[config.mk]
export PLATFORM = sky130hd
export DESIGN_NAME = spi_receiver_flat
export DESIGN_NICKNAME = d
export VERILOG_FILES = /design/src/rtl/spi_receiver_pkg.sv /design/src/rtl/spi_receiver_if.sv /design/src/rtl/spi_rx_sync.sv /design/src/rtl/spi_receiver.sv /design/src/flat_wrapper.sv
export SDC_FILE = /design/constraint.sdc
export NUM_CORES = 1
export LEC_CHECK = 0
export CAP_MARGIN = 10
export CORE_ASPECT_RATIO = 1.1
export CORE_MARGIN = 2
export CORE_UTILIZATION = 55
export CTS_BUF_LIST = sky130_fd_sc_hd__clkbuf_4 sky130_fd_sc_hd__clkbuf_8 sky130_fd_sc_hd__clkbuf_16
export DETAILED_ROUTE_END_ITERATION = 6
export PLACE_DENSITY = 0.82
export SLEW_MARGIN = 20
export SYNTH_ARGS = -nofsm -noshare
export SYNTH_HDL_FRONTEND = slang
export SYNTH_SLANG_ARGS = --single-unit
[constraint.sdc]
create_clock -name clk_100 -period 3.2 [get_ports clk_100]
set_input_delay 0.32 -clock clk_100 [delete_from_list [all_inputs] [get_ports clk_100]]
set_output_delay 0.32 -clock clk_100 [all_outputs]
set_load 0.005 [all_outputs]
[src/rtl/spi_receiver_pkg.sv]
// ----------------------------------------------------------------------------
// spi_receiver_pkg
//   Shared configuration for the multi-lane SPI receive path: default lane
//   count, frame length, stall timeout, the receiver FSM state type and a
//   helper that sizes the beat counter.
// ----------------------------------------------------------------------------
package spi_receiver_pkg;

  localparam int P_DATA_WIDTH        = 8;
  localparam int P_FRAME_BEATS       = 2;
  localparam int P_RX_TIMEOUT_CYCLES = 1000;

  typedef enum logic {
    RX_IDLE,
    RX_SHIFT
  } rx_state_t;

  // Width of a counter that must hold 0 .. n-1; never narrower than 1 bit.
  function automatic int cnt_width(input int n);
    return (n > 1) ? $clog2(n) : 1;
  endfunction

endpackage

[src/rtl/spi_receiver_if.sv]
// ----------------------------------------------------------------------------
// spi_receiver_if
//   Output side of the SPI receiver: assembled words on a valid/ready
//   handshake plus the two single-cycle status pulses.
//   master : drives valid, data, overflow, frame_err; samples ready
//   slave  : samples valid, data, overflow, frame_err; drives ready
// ----------------------------------------------------------------------------
interface spi_receiver_if #(
  parameter int WIDTH = 16
) ();

  logic             valid;
  logic             ready;
  logic [WIDTH-1:0] data;
  logic             overflow;
  logic             frame_err;

  modport master (
    output valid,
    output data,
    output overflow,
    output frame_err,
    input  ready
  );

  modport slave (
    input  valid,
    input  data,
    input  overflow,
    input  frame_err,
    output ready
  );

endinterface

[src/rtl/spi_rx_sync.sv]
// ----------------------------------------------------------------------------
// spi_rx_sync
//   Two-flop synchronizer for a group of asynchronous inputs. Every bit of
//   the group sees the same depth, so lanes launched together stay together.
//   clk       : destination clock
//   rst_n     : asynchronous reset, active-low; both stages load RESET_VAL
//   d         : asynchronous input group
//   q         : synchronized output group
// ----------------------------------------------------------------------------
module spi_rx_sync #(
  parameter int               WIDTH     = 1,
  parameter logic [WIDTH-1:0] RESET_VAL = '0
) (
  input  logic             clk,
  input  logic             rst_n,
  input  logic [WIDTH-1:0] d,
  output logic [WIDTH-1:0] q
);

  logic [WIDTH-1:0] meta;

  // NOTE: non-blocking assignments let both stages sample the value from
  // before the edge; blocking ones would collapse the chain into one flop.
  always_ff @(posedge clk or negedge rst_n) begin
    if (!rst_n) begin
      meta <= RESET_VAL;
      q    <= RESET_VAL;
    end else begin
      meta <= d;
      q    <= meta;
    end
  end

endmodule

[src/rtl/spi_receiver.sv]
// ----------------------------------------------------------------------------
// spi_receiver
//   Receiving end of the multi-lane SPI link (mode 0: SCK idles low, CS
//   active-low, MOSI sampled on SCK rise, first beat = MSBs). SCK/CS/MOSI are
//   synchronized into clk_100, FRAME_BEATS beats are packed into one word and
//   the word is offered on a valid/ready interface.
//   Optional feature macro: SPI_RX_TIMEOUT_EN -- aborts a partial frame when
//   SCK stalls for TIMEOUT_CYCLES clk_100 cycles while CS is low.
//
//   clk_100 : system clock, the only clock
//   a_rst   : asynchronous reset, active-low
//   SCK     : serial clock from the transmitter (asynchronous, <= 25 MHz)
//   CS      : chip select, active-low (asynchronous)
//   MOSI    : DATA_WIDTH parallel lanes (asynchronous)
//   out_if  : valid/ready/data toward downstream + overflow/frame_err pulses
// ----------------------------------------------------------------------------
module spi_receiver
  import spi_receiver_pkg::*;
#(
  parameter int DATA_WIDTH     = P_DATA_WIDTH,
  parameter int FRAME_BEATS    = P_FRAME_BEATS,
  parameter int TIMEOUT_CYCLES = P_RX_TIMEOUT_CYCLES
) (
  input  logic                  clk_100,
  input  logic                  a_rst,
  input  logic                  SCK,
  input  logic                  CS,
  input  logic [DATA_WIDTH-1:0] MOSI,
  spi_receiver_if.master        out_if
);

  localparam int                 WORD_W    = DATA_WIDTH * FRAME_BEATS;
  localparam int                 CNT_W     = cnt_width(FRAME_BEATS);
  localparam logic [CNT_W-1:0]   LAST_BEAT = CNT_W'(FRAME_BEATS - 1);

  // --------------------------------------------------------------------------
  // Input synchronization (equal depth for all groups keeps MOSI aligned to
  // the SCK edge that qualifies it)
  // --------------------------------------------------------------------------
  logic                  sck_s2;
  logic                  sck_s3;
  logic                  cs_s;
  logic [DATA_WIDTH-1:0] mosi_s;
  logic                  sck_rise;

  spi_rx_sync #(.WIDTH(1), .RESET_VAL(1'b0)) u_sync_sck (
    .clk (clk_100), .rst_n (a_rst), .d (SCK), .q (sck_s2)
  );

  spi_rx_sync #(.WIDTH(1), .RESET_VAL(1'b1)) u_sync_cs (
    .clk (clk_100), .rst_n (a_rst), .d (CS), .q (cs_s)
  );

  spi_rx_sync #(.WIDTH(DATA_WIDTH), .RESET_VAL('0)) u_sync_mosi (
    .clk (clk_100), .rst_n (a_rst), .d (MOSI), .q (mosi_s)
  );

  always_ff @(posedge clk_100 or negedge a_rst) begin
    if (!a_rst) sck_s3 <= 1'b0;
    else        sck_s3 <= sck_s2;
  end

  assign sck_rise = sck_s2 & ~sck_s3;

  // --------------------------------------------------------------------------
  // Frame FSM: shift register, beat counter, optional stall timeout
  // --------------------------------------------------------------------------
  rx_state_t         state;
  logic [CNT_W-1:0]  beat_cnt;
  logic [WORD_W-1:0] shift_reg;
  logic              complete;     // assembled word ready, consumed next cycle
  logic              frame_err_q;

`ifdef SPI_RX_TIMEOUT_EN
  localparam int IDLE_W = $clog2(TIMEOUT_CYCLES + 1);
  logic [IDLE_W-1:0] idle_cnt;
`else
  localparam int unused_timeout_cycles = TIMEOUT_CYCLES;
`endif

  always_ff @(posedge clk_100 or negedge a_rst) begin
    if (!a_rst) begin
      state       <= RX_IDLE;
      beat_cnt    <= '0;
      shift_reg   <= '0;
      complete    <= 1'b0;
      frame_err_q <= 1'b0;
`ifdef SPI_RX_TIMEOUT_EN
      idle_cnt    <= '0;
`endif
    end else begin
      complete    <= 1'b0;
      frame_err_q <= 1'b0;
      case (state)
        RX_IDLE: begin
          // SCK activity while deselected is ignored here.
          if (!cs_s) begin
            state <= RX_SHIFT;
`ifdef SPI_RX_TIMEOUT_EN
            idle_cnt <= '0;
`endif
          end
        end
        RX_SHIFT: begin
          if (cs_s) begin
            state    <= RX_IDLE;
            beat_cnt <= '0;
            if (beat_cnt != '0) frame_err_q <= 1'b1;
          end else if (sck_rise) begin
            // Shift left so the first beat ends up in the MSBs.
            shift_reg <= (shift_reg << DATA_WIDTH) | WORD_W'(mosi_s);
`ifdef SPI_RX_TIMEOUT_EN
            idle_cnt  <= '0;
`endif
            if (beat_cnt == LAST_BEAT) begin
              beat_cnt <= '0;      // stay in SHIFT: back-to-back frames allowed
              complete <= 1'b1;
            end else begin
              beat_cnt <= beat_cnt + 1'b1;
            end
`ifdef SPI_RX_TIMEOUT_EN
          end else if (idle_cnt == IDLE_W'(TIMEOUT_CYCLES - 1)) begin
            // Stall reached TIMEOUT_CYCLES since the last SCK rise.
            idle_cnt <= '0;
            if (beat_cnt != '0) begin
              beat_cnt    <= '0;
              frame_err_q <= 1'b1;
            end
          end else begin
            idle_cnt <= idle_cnt + 1'b1;
`endif
          end
        end
      endcase
    end
  end

  // --------------------------------------------------------------------------
  // Holding register and valid/ready handshake
  // --------------------------------------------------------------------------
  logic              valid_q;
  logic [WORD_W-1:0] data_q;
  logic              overflow_q;

  always_ff @(posedge clk_100 or negedge a_rst) begin
    if (!a_rst) begin
      valid_q    <= 1'b0;
      data_q     <= '0;
      overflow_q <= 1'b0;
    end else begin
      overflow_q <= 1'b0;
      if (complete) begin
        // A transfer on this same edge frees the slot for the new word.
        if (!valid_q || out_if.ready) begin
          data_q  <= shift_reg;
          valid_q <= 1'b1;
        end else begin
          overflow_q <= 1'b1;
        end
      end else if (valid_q && out_if.ready) begin
        valid_q <= 1'b0;
      end
    end
  end

  assign out_if.valid     = valid_q;
  assign out_if.data      = data_q;
  assign out_if.overflow  = overflow_q;
  assign out_if.frame_err = frame_err_q;

endmodule

[src/flat_wrapper.sv]
// flat-port wrapper written by rule: the top's interface ports become plain ports
module spi_receiver_flat import spi_receiver_pkg::*;
#(
  parameter int DATA_WIDTH     = P_DATA_WIDTH,
  parameter int FRAME_BEATS    = P_FRAME_BEATS,
  parameter int TIMEOUT_CYCLES = P_RX_TIMEOUT_CYCLES
)
  (clk_100, a_rst, SCK, CS, MOSI, out_if_valid, out_if_data, out_if_overflow, out_if_frame_err, out_if_ready);
  spi_receiver_if #(.WIDTH(((8) * (2)))) out_if_i ();
  input  logic clk_100;
  input  logic a_rst;
  input  logic SCK;
  input  logic CS;
  input  logic [DATA_WIDTH-1:0] MOSI;
  output wire logic [$bits(out_if_i.valid)-1:0] out_if_valid;
  output wire logic [$bits(out_if_i.data)-1:0] out_if_data;
  output wire logic [$bits(out_if_i.overflow)-1:0] out_if_overflow;
  output wire logic [$bits(out_if_i.frame_err)-1:0] out_if_frame_err;
  input wire logic [$bits(out_if_i.ready)-1:0] out_if_ready;
  assign out_if_valid = out_if_i.valid;
  assign out_if_data = out_if_i.data;
  assign out_if_overflow = out_if_i.overflow;
  assign out_if_frame_err = out_if_i.frame_err;
  assign out_if_i.ready = out_if_ready;
  spi_receiver #(.DATA_WIDTH(DATA_WIDTH), .FRAME_BEATS(FRAME_BEATS), .TIMEOUT_CYCLES(TIMEOUT_CYCLES)) u_core (.clk_100(clk_100), .a_rst(a_rst), .SCK(SCK), .CS(CS), .MOSI(MOSI), .out_if(out_if_i));
endmodule
# Yosys cells after proc, flatten, opt, wreduce, memory -nomap -nowiden
# Index checks and enable logic that the tools add are counted.
[classes]
n_div = 0
n_lt_le_gt_ge = 0
muxes = 15
multipliers = 0
eq_ne = 1
n_reduce_logical = 9
n_bitwise = 4
add_sub_neg = 1
n_shift = 0
[op_table]
columns = ["cell", "n"]
rows = [
  ["16-bit by 8-bit bitwise OR with 16-bit output", 1],
  ["1-bit two-way mux", 15],
  ["2-bit AND reduction", 3],
  ["2-bit nonzero test", 2],
  ["3-bit AND reduction", 1],
  ["2-bit inequality test, second input constant", 1],
  ["1-bit inverter", 2],
  ["1-bit adder, second input constant", 1],
  ["1-bit bitwise AND", 1],
  ["1-bit logical AND", 1],
  ["1-bit logical NOT", 1],
  ["1-bit logical OR", 1],
]
[totals]
latchBits = 0
ff_bits = 59
n_memories = 0
output_inout_bits = 19
romBits = 0
ramBits = 0

# Depth between registers and ports, before layout
[logic_depth]
ltp_word = 5
depth_mapped = 5
mapped_depth_nobuf = 3

# Hierarchy
# A second synthesis with hierarchy kept.
[unflattened]
cells_unflattened = 109
area_unflattened_um2 = 1996.9
[modules_own_cells]
columns = ["module", "cells_per_inst", "seq_area_each_um2", "area_each_um2", "n_inst"]
rows = [
  ["spi_receiver", 89, 975.9, 1493.9, 1],
  ["spi_rx_sync (u_core.u_sync_mosi)", 16, 400.4, 400.4, 1],
  ["spi_rx_sync (u_core.u_sync_cs)", 2, 52.6, 52.6, 1],
  ["spi_rx_sync (u_core.u_sync_sck)", 2, 50.0, 50.0, 1],
]

# Worst setup path after synthesis
# OpenSTA, ideal clock, no wires.
[synth_timing]
path_kind = "register to register"
startpoint = "register u_core.u_sync_cs.q"
endpoint = "register u_core.shift_reg[10]"
required_time_ns = 3.075
stages_incl_launch_ff = 5
synth_period_minus_slack_ns = 1.397
arrival_time_ns = 1.271
path_slack_ns = 1.803
cell_sequence = "dfstp_2 -> and4bb_1 -> buf_6 -> buf_12 -> mux2_4"
[synth_via]
elab_chain_len = 2
[synth_rtl]
columns = ["item", "line_no", "source"]
rows = [
  ["start: declaration", "spi_rx_sync.sv:17", "output logic [WIDTH-1:0] q"],
  ["start signal: assignment", "spi_rx_sync.sv:30", "q <= meta;"],
  ["1-bit inverter (no source line)", "-", ""],
  ["3-bit AND reduction (no source line)", "-", ""],
  ["end signal: assignment", "spi_receiver.sv:111", "shift_reg <= (shift_reg << DATA_WIDTH) | WORD_W'(mosi_s);"],
  ["end: declaration", "spi_receiver.sv:70", "logic [WORD_W-1:0] shift_reg;"],
]
# No other way between the ends.
# A chain may end at the register's enable or synchronous reset.

# Final worst setup path
[layout_timing]
startpoint = "register u_core.u_sync_cs.q"
endpoint = "register u_core.shift_reg[15]"
# The elaborated chain is that of the path after synthesis.

==> impl_results.md <==
* Via count at 948
* Compound-Gate Fraction of Synth Area at 0.005682
* Vias in the first global route at 999
* Sequential power share at 0.530
* Leakage at 0.001141 uW
* Starting DRT DRC Count at 21
* Hold-fix buffers, CTS at 1
* Predominant post-synthesis flop cell: dfrtp_1
* Cell count after synthesis at 107
* Period minus WS final at 1.776 ns
* Maximum VDD drop at 0.0004367 V
* R2R Setup Slk at 1.42 ns
* Yosys warning total at 0
* Switching Fraction at 0.2316
* Drt drc at 0
* Cell chain of the critical path: and4bb_1 -> mux2_2
* Die area at 0.004100 mm2
* Fin. Hold Viols at 0
* Setup bufs post-CTS at 0
* Sequential share of the synthesized area at 0.7462
* Critical path endpoint category: flip-flop
* Post-synthesis mux area share at 0.1970
* Number of flops mapped to enable cells by yosys at 0
* Clk_skew at 0.01526 ns
* First-pass GRT wire length at 4.726 mm
* Cell Area, Synth at 0.001982 mm2
* Req. time, crit path at 3.46 ns
* Final slew viol count at 0
* Hold_sp: u_core.u_sync_mosi.meta[6]$_DFF_PN0_
* Synth Area in XOR/XNOR at 0
* Reg area at 0.001479 mm2
* I/O pin cnt at 32
* HP Class: flip-flop to flip-flop
* Clock power share at 0.250
* Critical Path AT at 2.03 ns
* Max-cap viol count at 0
* Post-synth ARST share at 1.000
* Total grt overflow at 0
* Routability cong. at 0.6188
* Slew margin rel. at 0.4036
* Fillers at 243
* CP peak stage delay at 0.86 ns
* Placed Instances at 184
* Layout area overhead at 24.12%
* Outcome: complete, no violations
* Critical Path Slowest Stage Cell: and4bb_1
* Most frequent cells in the layout: dfrtp_1, clkdlybuf4s50_1, mux2_2
* Leading cell type in the layout, fill and taps excluded: dfrtp_1
* P_sw at 444.7 uW
* Clock Sinks at 59
* Vias per inst at 4.716
* Fin cells at 201
* CTS H-tree depth at 3
* R2R Path End: u_core.shift_reg[15]$_DFFE_PN0P_
* Post-DP HPWL at 1.781 mm
* CTS buffer count at 9
* Die Y at 66.96 um
* Placed Instance Area at 0.002316 mm2
* Final Util at 0.7265
* Row cnt at 22
* Routed WL at 2.762 mm
* Tot Pwr at 1920 uW
* Clock slew at reported path FFs at 0.10 ns
* Logic pwr share at 0.219
* Power Internal at 1476 uW
* Largest net degree at the start of global routing at 33
* Area of the multi-input gates at 452.9 um2
* Largest family of logic cells by synthesized area: multiplexers
* Crit Path Max Fanout at 18
* Simple-gate share of the synthesized area at 0.02588
* NumNets Final at 161
* Final worst path period share at 0.5551
* Chip width at 61.24 um
* Core ar. at 0.003386 mm2
* R2R depth at 2
* CTS resizes at 0
* Worst slew pin tran at 0.8946 ns
* Avg Synthesized Cell Area at 18.52 um2
* All-Layer GR Usage at 0.1714
* TritonCTS clock tree: built
* RSZ-0062 raised after global routing: false
* Delay-heaviest family, CP: simple AND/OR/NAND/NOR gates
* Routed Antenna Nets at 0
* Final setup viols at 0
* Fmax at 563.0 MHz
* Worst setup SP type: flip-flop
* Drt wl/cell at 13.74 um
* Synth unique cells at 17
* I/O Buffers at 31
* Hold Path Depth at 0
* Max Root-Sink Buffers at 2
* Count of state elements after synthesis at 59
* Area share of fa/ha/maj cells after synthesis at 0
* CTS Root Cell: clkbuf_4
* First-pass detailed-route iteration total at 3
* Reg-to-reg startpoint: u_core.u_sync_cs.q$_DFF_PN1_
* Endpoint, Worst Hold: u_core.u_sync_mosi.q[6]$_DFF_PN0_
* CP Buf/Inv Count at 0
* Diode count at 0
* Fraction of layout cells with a size suffix above 1 at 0.3595
* Sum Neg Setup Slack at 0 ns
* Crit Path Class: flip-flop to flip-flop
* Initial antenna violation count at 0
* Initial Utilization at 0.5854
* Post-route design area at 0.002460 mm2
* Pwr dens at 780.7 mW/mm2
* Clock latency on the worst-skew pair at 0.38 ns
* Syn_nets at 120
synth_stat cells (2+ instances only):
| cell type | number | share of area |
|---|---|---|
| dfstp_2 | 2 | 0.027 |
| dfrtp_1 | 57 | 0.72 |
| mux2_4 | 8 | 0.061 |
| nor2_1 | 2 | 0.0038 |
| inv_1 | 3 | 0.0057 |
| mux2_2 | 24 | 0.14 |
stage by stage:
stage	worst slack [ns]	hold slack [ns]
4_1_cts	1.401	0.3333
6_report	1.424	0.3418
5_1_grt	1.333	0.3318
3_3_place_gp	1.466	0.3328
3_5_place_dp	1.423	0.3347
2_1_floorplan	1.803	0.02441
how the worst max path moves through the flow:
stage | endpoint | slack, ns | depth (start not counted) | start
after CTS | u_core.shift_reg[2]$_DFFE_PN0P_ | 1.40 | 2 | u_core.u_sync_cs.q$_DFF_PN1_
after global placement | u_core.shift_reg[15]$_DFFE_PN0P_ | 1.47 | 2 | u_core.u_sync_cs.q$_DFF_PN1_
after floorplan | u_core.shift_reg[10]$_DFFE_PN0P_ | 1.80 | 4 | u_core.u_sync_cs.q$_DFF_PN1_
after detailed placement | u_core.shift_reg[3]$_DFFE_PN0P_ | 1.42 | 2 | u_core.u_sync_cs.q$_DFF_PN1_
after global routing | u_core.shift_reg[2]$_DFFE_PN0P_ | 1.33 | 2 | u_core.u_sync_cs.q$_DFF_PN1_
final | u_core.shift_reg[15]$_DFFE_PN0P_ | 1.42 | 2 | u_core.u_sync_cs.q$_DFF_PN1_
kinds of logic (layout without fill, tap and decap cells):
family | after synthesis | count (layout)
AOI/OAI and AO/OA | 2 | 2
muxes | 32 | 32
and+or+nand+nor | 8 | 8
DFF | 59 | 59
buffers and inverters | 6 | 52
power by group through the flow:
stage	Sequential, uW	Clock (uW)	Combinational [uW]
6_report	1020	481	421
5_1_grt	1040	535	460
3_3_place_gp	1020	0	415
2_1_floorplan	1020	0	172
3_5_place_dp	1040	0	427
4_1_cts	1020	491	430
final cells by class:
type | instances | share of cell area
flip-flops and latches | 59 | 0.6012
repair buffers | 33 | 0.1312
multi-input cells | 42 | 0.1841
clock inverters | 2 | 0.004069
well taps | 48 | 0.02442
inverters | 3 | 0.004578
clock buffers | 14 | 0.05036
routing by layer:
metal / up-vias / part of all wire / GRT usage
met4: 0 / 0.028 / 0.09783
li1: 444 / - / -
met3: 7 / 0.044 / 0.06990
met2: 24 / 0.47 / 0.2420
met5: - / 0 / 0
met1: 473 / 0.46 / 0.2209
Power figures use the tool's default switching activity.
